`src/rtl/issue_ctrl_pkg.sv`:
```
// Shared instruction format, opcode map, FSM states and class decode for the
// in-order issue controller.
package issue_ctrl_pkg;

   localparam int INSTR_WIDTH    = 32;
   localparam int OPCODE_WIDTH   = 4;
   localparam int REG_ADDR_WIDTH = 5;
   localparam int NUM_REGS       = 2**REG_ADDR_WIDTH;

   localparam logic [INSTR_WIDTH-1:0] NOP_INSTR = '0;

   typedef enum logic [OPCODE_WIDTH-1:0] {
      OP_NOP  = 4'd0,
      OP_LW   = 4'd1,
      OP_SW   = 4'd2,
      OP_ADD  = 4'd3,
      OP_SUB  = 4'd4,
      OP_MUL  = 4'd5,
      OP_DIV  = 4'd6,
      OP_AND  = 4'd7,
      OP_OR   = 4'd8,
      OP_NOT  = 4'd9,
      OP_CMP  = 4'd10,
      OP_JR   = 4'd11,
      OP_JPC  = 4'd12,
      OP_BRFL = 4'd13,
      OP_CALL = 4'd14,
      OP_RET  = 4'd15
   } opcode_e;

   typedef enum logic [1:0] {
      ST_ISSUE   = 2'd0,
      ST_MD_BUSY = 2'd1,
      ST_BR_WAIT = 2'd2
   } state_e;

   typedef struct packed {
      logic writes_r1;
      logic reads_r1;
      logic reads_r2;
      logic reads_flags;
      logic sets_flags;
      logic is_ctrl;
      logic is_mul;
      logic is_div;
   } iclass_t;

   function automatic iclass_t decode_class(input opcode_e op);
      iclass_t c;
      c = '0;
      case (op)
         OP_LW:   begin c.writes_r1 = 1'b1; c.reads_r2 = 1'b1; end
         OP_SW:   begin c.reads_r1 = 1'b1; c.reads_r2 = 1'b1; end
         OP_ADD, OP_SUB, OP_AND, OP_OR: begin
            c.writes_r1 = 1'b1; c.reads_r1 = 1'b1; c.reads_r2 = 1'b1;
         end
         OP_MUL:  begin c.writes_r1 = 1'b1; c.reads_r1 = 1'b1; c.reads_r2 = 1'b1; c.is_mul = 1'b1; end
         OP_DIV:  begin c.writes_r1 = 1'b1; c.reads_r1 = 1'b1; c.reads_r2 = 1'b1; c.is_div = 1'b1; end
         OP_NOT:  begin c.writes_r1 = 1'b1; c.reads_r2 = 1'b1; end
         OP_CMP:  begin c.reads_r1 = 1'b1; c.reads_r2 = 1'b1; c.sets_flags = 1'b1; end
         OP_JR:   begin c.reads_r1 = 1'b1; c.is_ctrl = 1'b1; end
         OP_BRFL: begin c.reads_flags = 1'b1; c.is_ctrl = 1'b1; end
         OP_JPC, OP_CALL, OP_RET: c.is_ctrl = 1'b1;
         default: c = '0;
      endcase
      return c;
   endfunction

endpackage

```
`src/rtl/issue_ctrl_scoreboard.sv`:
```
// Register and flags pending-write scoreboard; a set and a clear of the same
// entry in one cycle leaves the entry set.
module issue_ctrl_scoreboard
   import issue_ctrl_pkg::*;
(
   input  logic                      clk_in,
   input  logic                      RST,
   input  logic                      set_en_i,
   input  logic [REG_ADDR_WIDTH-1:0] set_addr_i,
   input  logic                      clr_en_i,
   input  logic [REG_ADDR_WIDTH-1:0] clr_addr_i,
   input  logic                      flag_set_i,
   input  logic                      flag_clr_i,
   input  logic [REG_ADDR_WIDTH-1:0] rd1_addr_i,
   input  logic [REG_ADDR_WIDTH-1:0] rd2_addr_i,
   output logic                      rd1_pend_o,
   output logic                      rd2_pend_o,
   output logic                      flag_pend_o
);

   logic [NUM_REGS-1:0] pend_q, pend_d;
   logic                flag_q, flag_d;

   always_comb begin
      pend_d = pend_q;
      flag_d = flag_q;
      if (clr_en_i)   pend_d[clr_addr_i] = 1'b0;
      if (set_en_i)   pend_d[set_addr_i] = 1'b1;
      if (flag_clr_i) flag_d = 1'b0;
      if (flag_set_i) flag_d = 1'b1;
   end

   always_ff @(posedge clk_in or negedge RST) begin
      if (!RST) begin
         pend_q <= '0;
         flag_q <= 1'b0;
      end else begin
         pend_q <= pend_d;
         flag_q <= flag_d;
      end
   end

   // rd1 doubles as the WAW check since the destination is always R1
   assign rd1_pend_o  = pend_q[rd1_addr_i];
   assign rd2_pend_o  = pend_q[rd2_addr_i];
   assign flag_pend_o = flag_q;

endmodule

```
`src/rtl/issue_ctrl.sv`:
```
// In-order issue controller in front of the decode/register-read stage:
// hazard stalls, MUL/DIV occupancy, control-transfer wait and stall counting.
module issue_ctrl
   import issue_ctrl_pkg::*;
#(
   parameter int MUL_CYCLES = 4,
   parameter int DIV_CYCLES = 8,
   parameter int CNT_WIDTH  = 16
) (
   input  logic                      clk_in,
   input  logic                      RST,
   input  logic [INSTR_WIDTH-1:0]    in_instr,
   input  logic                      in_valid,
   output logic                      in_ready,
   input  logic                      wb_en,
   input  logic [REG_ADDR_WIDTH-1:0] wb_addr,
   input  logic                      wb_flag_en,
   input  logic                      br_done,
   output logic [INSTR_WIDTH-1:0]    out_instr,
   output logic                      out_valid,
   output logic [CNT_WIDTH-1:0]      stall_cnt
);

   localparam int MAX_CYCLES = (MUL_CYCLES > DIV_CYCLES) ? MUL_CYCLES : DIV_CYCLES;
   localparam int BUSY_W     = $clog2(MAX_CYCLES + 1);
   localparam logic [BUSY_W-1:0] MUL_LOAD = BUSY_W'(MUL_CYCLES - 1);
   localparam logic [BUSY_W-1:0] DIV_LOAD = BUSY_W'(DIV_CYCLES - 1);

   state_e                   state_q, state_d;
   logic [BUSY_W-1:0]        busy_q, busy_d;
   logic [INSTR_WIDTH-1:0]   out_instr_q, out_instr_d;
   logic                     out_valid_q, out_valid_d;
   logic [CNT_WIDTH-1:0]     stall_q, stall_d;

   opcode_e                  op;
   iclass_t                  cls;
   logic [REG_ADDR_WIDTH-1:0] r1, r2;
   logic                     r1_pend, r2_pend, flag_pend;
   logic                     hazard, accept;

   assign op  = opcode_e'(in_instr[OPCODE_WIDTH-1:0]);
   assign r1  = in_instr[OPCODE_WIDTH +: REG_ADDR_WIDTH];
   assign r2  = in_instr[OPCODE_WIDTH+REG_ADDR_WIDTH +: REG_ADDR_WIDTH];
   assign cls = decode_class(op);

   issue_ctrl_scoreboard u_sb (
      .clk_in      (clk_in),
      .RST         (RST),
      .set_en_i    (accept && cls.writes_r1),
      .set_addr_i  (r1),
      .clr_en_i    (wb_en),
      .clr_addr_i  (wb_addr),
      .flag_set_i  (accept && cls.sets_flags),
      .flag_clr_i  (wb_flag_en),
      .rd1_addr_i  (r1),
      .rd2_addr_i  (r2),
      .rd1_pend_o  (r1_pend),
      .rd2_pend_o  (r2_pend),
      .flag_pend_o (flag_pend)
   );

   // Registered scoreboard only: a same-cycle writeback does not unblock
   assign hazard = (cls.reads_r1 && r1_pend) || (cls.reads_r2 && r2_pend) ||
                   (cls.writes_r1 && r1_pend) || (cls.reads_flags && flag_pend);
   assign in_ready = (state_q == ST_ISSUE) && !hazard;
   assign accept   = in_valid && in_ready;

   always_comb begin
      state_d = state_q;
      busy_d  = busy_q;
      case (state_q)
         ST_ISSUE: begin
            if (accept) begin
               if (cls.is_mul && (MUL_CYCLES > 1)) begin
                  busy_d  = MUL_LOAD;
                  state_d = ST_MD_BUSY;
               end else if (cls.is_div && (DIV_CYCLES > 1)) begin
                  busy_d  = DIV_LOAD;
                  state_d = ST_MD_BUSY;
               end else if (cls.is_ctrl) begin
                  state_d = ST_BR_WAIT;
               end
            end
         end
         ST_MD_BUSY: begin
            busy_d = busy_q - BUSY_W'(1);
            if (busy_q == BUSY_W'(1)) state_d = ST_ISSUE;
         end
         ST_BR_WAIT: begin
            if (br_done) state_d = ST_ISSUE;
         end
         default: begin
            state_d = ST_ISSUE;
            busy_d  = '0;
         end
      endcase
   end

   always_comb begin
      out_instr_d = accept ? in_instr : NOP_INSTR;
      out_valid_d = accept;
      stall_d     = stall_q;
      if (in_valid && !in_ready && (stall_q != '1)) stall_d = stall_q + CNT_WIDTH'(1);
   end

   always_ff @(posedge clk_in or negedge RST) begin
      if (!RST) begin
         state_q     <= ST_ISSUE;
         busy_q      <= '0;
         out_instr_q <= NOP_INSTR;
         out_valid_q <= 1'b0;
         stall_q     <= '0;
      end else begin
         state_q     <= state_d;
         busy_q      <= busy_d;
         out_instr_q <= out_instr_d;
         out_valid_q <= out_valid_d;
         stall_q     <= stall_d;
      end
   end

   assign out_instr = out_instr_q;
   assign out_valid = out_valid_q;
   assign stall_cnt = stall_q;

endmodule

```
`config.mk`:
```
export PLATFORM = sky130hd
export DESIGN_NAME = issue_ctrl
export DESIGN_NICKNAME = d
export VERILOG_FILES = /design/src/rtl/issue_ctrl_pkg.sv /design/src/rtl/issue_ctrl_scoreboard.sv /design/src/rtl/issue_ctrl.sv
export SDC_FILE = /design/constraint.sdc
export NUM_CORES = 1
export LEC_CHECK = 0
export CAP_MARGIN = 20
export CORE_ASPECT_RATIO = 0.9
export CORE_UTILIZATION = 32
export CTS_BUF_LIST = sky130_fd_sc_hd__clkbuf_2 sky130_fd_sc_hd__clkbuf_4 sky130_fd_sc_hd__clkbuf_8
export DETAILED_ROUTE_END_ITERATION = 8
export GPL_TIMING_DRIVEN = 0
export PLACE_DENSITY = 0.65
export SYNTH_ARGS = -nofsm -noshare
export SYNTH_HDL_FRONTEND = slang
export SYNTH_SLANG_ARGS = --single-unit
```
`constraint.sdc`:
```
create_clock -name clk_in -period 3.8 [get_ports clk_in]
set_clock_uncertainty 0.2 [all_clocks]
set_input_delay 0.38 -clock clk_in [delete_from_list [all_inputs] [get_ports clk_in]]
set_output_delay 0.38 -clock clk_in [all_outputs]
set_load 0.02 [all_outputs]
```
==> impl_metrics.ini <==
[synth]
ys_types = 47
yosysTopAreaCellShare = 0.524
seq_area_frac_synth = 0.524
synth-seq-cells = 88
synth.most_common_cell = dfrtp_1
ys.flop_type = dfrtp_1
synth-async-reset-ratio = 1.00
synth_nets = 438
synthTopCellsByCount = 88 x dfrtp_1, 66 x o21ai_0, 34 x and2_1, 25 x nand2_1, 20 x nand3_1
post_synth.cell_area_avg_um2 = 10.7
post-synth-top-area-cell = dfrtp_1
synth_area_leaders = dfrtp_1 52%, o21ai_0 7.9%, and2_1 5.1%
yosys_warnings = 0
synth_edf_count = 0
synth.cell_area_mm2 = 0.00420
syn-instance-count = 392

[timing]
slew_headroom = 0.569
tightestPinTransition_ns = 0.640
hold_violations = 0
period_share = 0.881
setup_viol = 0
timing.fmax_mhz = 299
timing.final.crit_period_ns = 3.35
rsz0062_at_grt = no
final_max_slew_viol_count = 0
timing.final.ws_setup_ns = 0.453

[finish]
antennaDiodeCount = 0
area_growth_pct = 31.7
drive_above_1_share = 0.110
final.fill_count = 1209
seq_area_mm2 = 0.00220
instances_no_fill = 663
nets = 540
multiInputGateArea_mm2 = 0.00189
design_area_mm2 = 0.00553

[worst_setup_path]
worstPathCellList = clkdlybuf4s50_1 > buf_4 > mux4_2 > a32o_1 > a31oi_1 > a31oi_1 > o21bai_1 > nor2_2 > dlymetal6s2s_1
slowest_delay_ns = 0.57
cp_slowest_cell = clkdlybuf4s50_1
crit_path_frequent_cell = a31oi_1
crit_buf_inv = 3
critPathArrivalTime_ns = 2.77
crit_path_start_kind = primary input
cp_data_required_time_ns = 3.22
path_class = primary input to output port
cpLargestDelayFamily = buffers and inverters
crit_fanout = 10
cp-end-kind = output port

[drt]
vias = 3473
vias_per_cell = 5.24
drc_errors = 0
postRouteAntennaNets = 0
post_drt_wl_per_cell_um = 16.2
drt_iter0_markers = 294
drt_wl_total_mm = 10.7
drtPass1Iterations = 5

[pwr]
combPwrFrac = 0.332
p_total_mw = 2.88
p_seq_frac = 0.444
netSwitchingPower_mw = 0.977
irDropWorstVdd_uv = 184
intPower_mw = 1.90
power_leakage_nw = 2.30
clkPwrFrac = 0.224
powerDensity_mw_per_mm2 = 521
p_sw_frac = 0.339

[clock_tree]
cts_tree = built
clk_path_buf_depth = 2
numCtsBuffers = 9
clkLatencyLatePin_ns = 0.37
clock-sinks = 88
clkTransAtPathRegs_ns = 0.08
root_buffer = clkbuf_8
cts_max_level = 3

[placement]
hpwlAfterDp_mm = 7.92
dp.cells = 645
portBuffers = 88
dpl_cell_area_mm2 = 0.00531
post-place-ws_ns = -0.145
gp_congestion = 0.837

[floorplanning]
coreArea_mm2 = 0.0127
fp.dieW_um = 123
design.portCount = 93
design.die.area_mm2 = 0.0136
dieHeight_um = 111
start_util = 0.330
std_cell_rows = 39

[outcome]
outcome = completed

[min_path]
min_path_type = primary input to flop

[global_route]
grt_pass1_vias = 3363
antenna_found_initial = 0
grt-ovfl-total = 0
grt_max_degree = 70
grt_pass1_wl_mm = 17.5
grt_use_total = 0.169

[run]
max_cap_viol_count = 0
-- cell usage in the layout (no fill, tap or decap), types with 5 or more instances in the layout --
cell / netlist / layout
and2_1: 34 / 34
inv_1: 11 / 11
dfrtp_1: 88 / 88
clkbuf_8: 0 / 9
clkbuf_1: 8 / 5
nand4_1: 6 / 6
nand3b_1: 6 / 6
nand2_1: 25 / 25
xnor2_1: 14 / 14
mux2_2: 12 / 12
nor2b_1: 5 / 5
nand3_1: 20 / 20
mux4_2: 8 / 8
buf_4: 3 / 5
clkdlybuf4s50_1: 0 / 86
a21oi_1: 5 / 5
o21ai_0: 66 / 66
mux2i_1: 9 / 9
nor2_1: 15 / 14
-- layout make-up --
type | instances | area share
well taps | 164 | 0.0371
clock inverters | 7 | 0.0131
flip-flops and latches | 88 | 0.398
inverters | 11 | 0.00746
plain buffers | 16 | 0.0140
repair buffers | 91 | 0.167
multi-input cells | 277 | 0.341
clock buffers | 9 | 0.0224
-- cells by family (layout without fill, tap and decap cells) --
group	after synthesis	after routing	synth area share
AND/OR/NAND/NOR	134	134	0.177
AO/OA/AOI/OAI	95	95	0.132
adder cells (fa/ha/maj)	3	3	0.00893
buffers and inverters	27	134	0.0277
multiplexers	29	29	0.0965
XOR/XNOR	16	16	0.0334
flip-flops	88	88	0.524
-- flip-flops by register name, indices dropped and copies added (netlist names) --
signal / cells
out_valid: 1
out_instr: 32
state_q: 2
u_sb.pend_q: 32
u_sb.flag_pend_o: 1
stall_cnt: 16
busy_q: 4
-- what timing repair did --
| item | 4_1_cts | 5_1_grt |
|---|---|---|
| hold endpoints to repair | 19 | 0 |
| resized for setup | 1 | 6 |
| endpoints found under the setup margin | 1 | 1 |
| setup buffers | 1 | 0 |
| hold buffers | 1 | 0 |
| gates cloned | 0 | 0 |
| pin swaps | 1 | 0 |
-- worst reg2reg max path: cells and delay by family (launching register included) --
family,cells,cell delay [ns]
mux,1,0.46
simple gates,2,0.79
compound gates,5,1.13
flops,1,0.41
-- per-stage QoR --
| stage | hold WS (ns) | util | setup TNS [ns] |
|---|---|---|---|
| after floorplan | -0.116 | - | 0 |
| after global routing | 0.0912 | 0.435 | 0 |
| after detailed placement | 0.0879 | 0.417 | -0.145 |
| after global placement | 0.278 | 0.415 | -81.75 |
| final | 0.0977 | 0.435 | 0 |
| after CTS | 0.0756 | 0.434 | 0 |
-- final timing paths --
path	depth (start not counted)	slack (ns)	startpoint	to
min	2	0.1	in_instr[10]	out_instr[10]$_DFF_PN0_
min reg2reg	1	0.30	stall_cnt[4]$_DFFE_PN0P_	stall_cnt[4]$_DFFE_PN0P_
max reg2reg	8	0.72	u_sb.pend_q[23]$_DFF_PN0_	u_sb.pend_q[20]$_DFF_PN0_
max	9	0.45	in_instr[12]	in_ready
min in group asynchronous	2	0.22	RST	stall_cnt[9]$_DFFE_PN0P_
max in group asynchronous	3	2.56	RST	u_sb.pend_q[29]$_DFF_PN0_
-- power by group through the flow --
stage               clock network [mW]  registers [mW]  logic (mW)
floorplan                            0            1.38       0.450
global placement                     0            1.29       0.927
detailed placement                   0            1.30       0.949
CTS                              0.675            1.28       0.965
global route                     0.712            1.31        1.04
finish                           0.646            1.28       0.956
-- per-layer routing --
layer / wire (um) / vias to the layer above / GRT usage
met5: 0 / - / 0
met4: 140 / 0 / 0.0496
met3: 847 / 16 / 0.0417
met2: 4820 / 133 / 0.250
met1: 4930 / 1721 / 0.241
li1: - / 1603 / -
(Power assumes the default switching activity.)
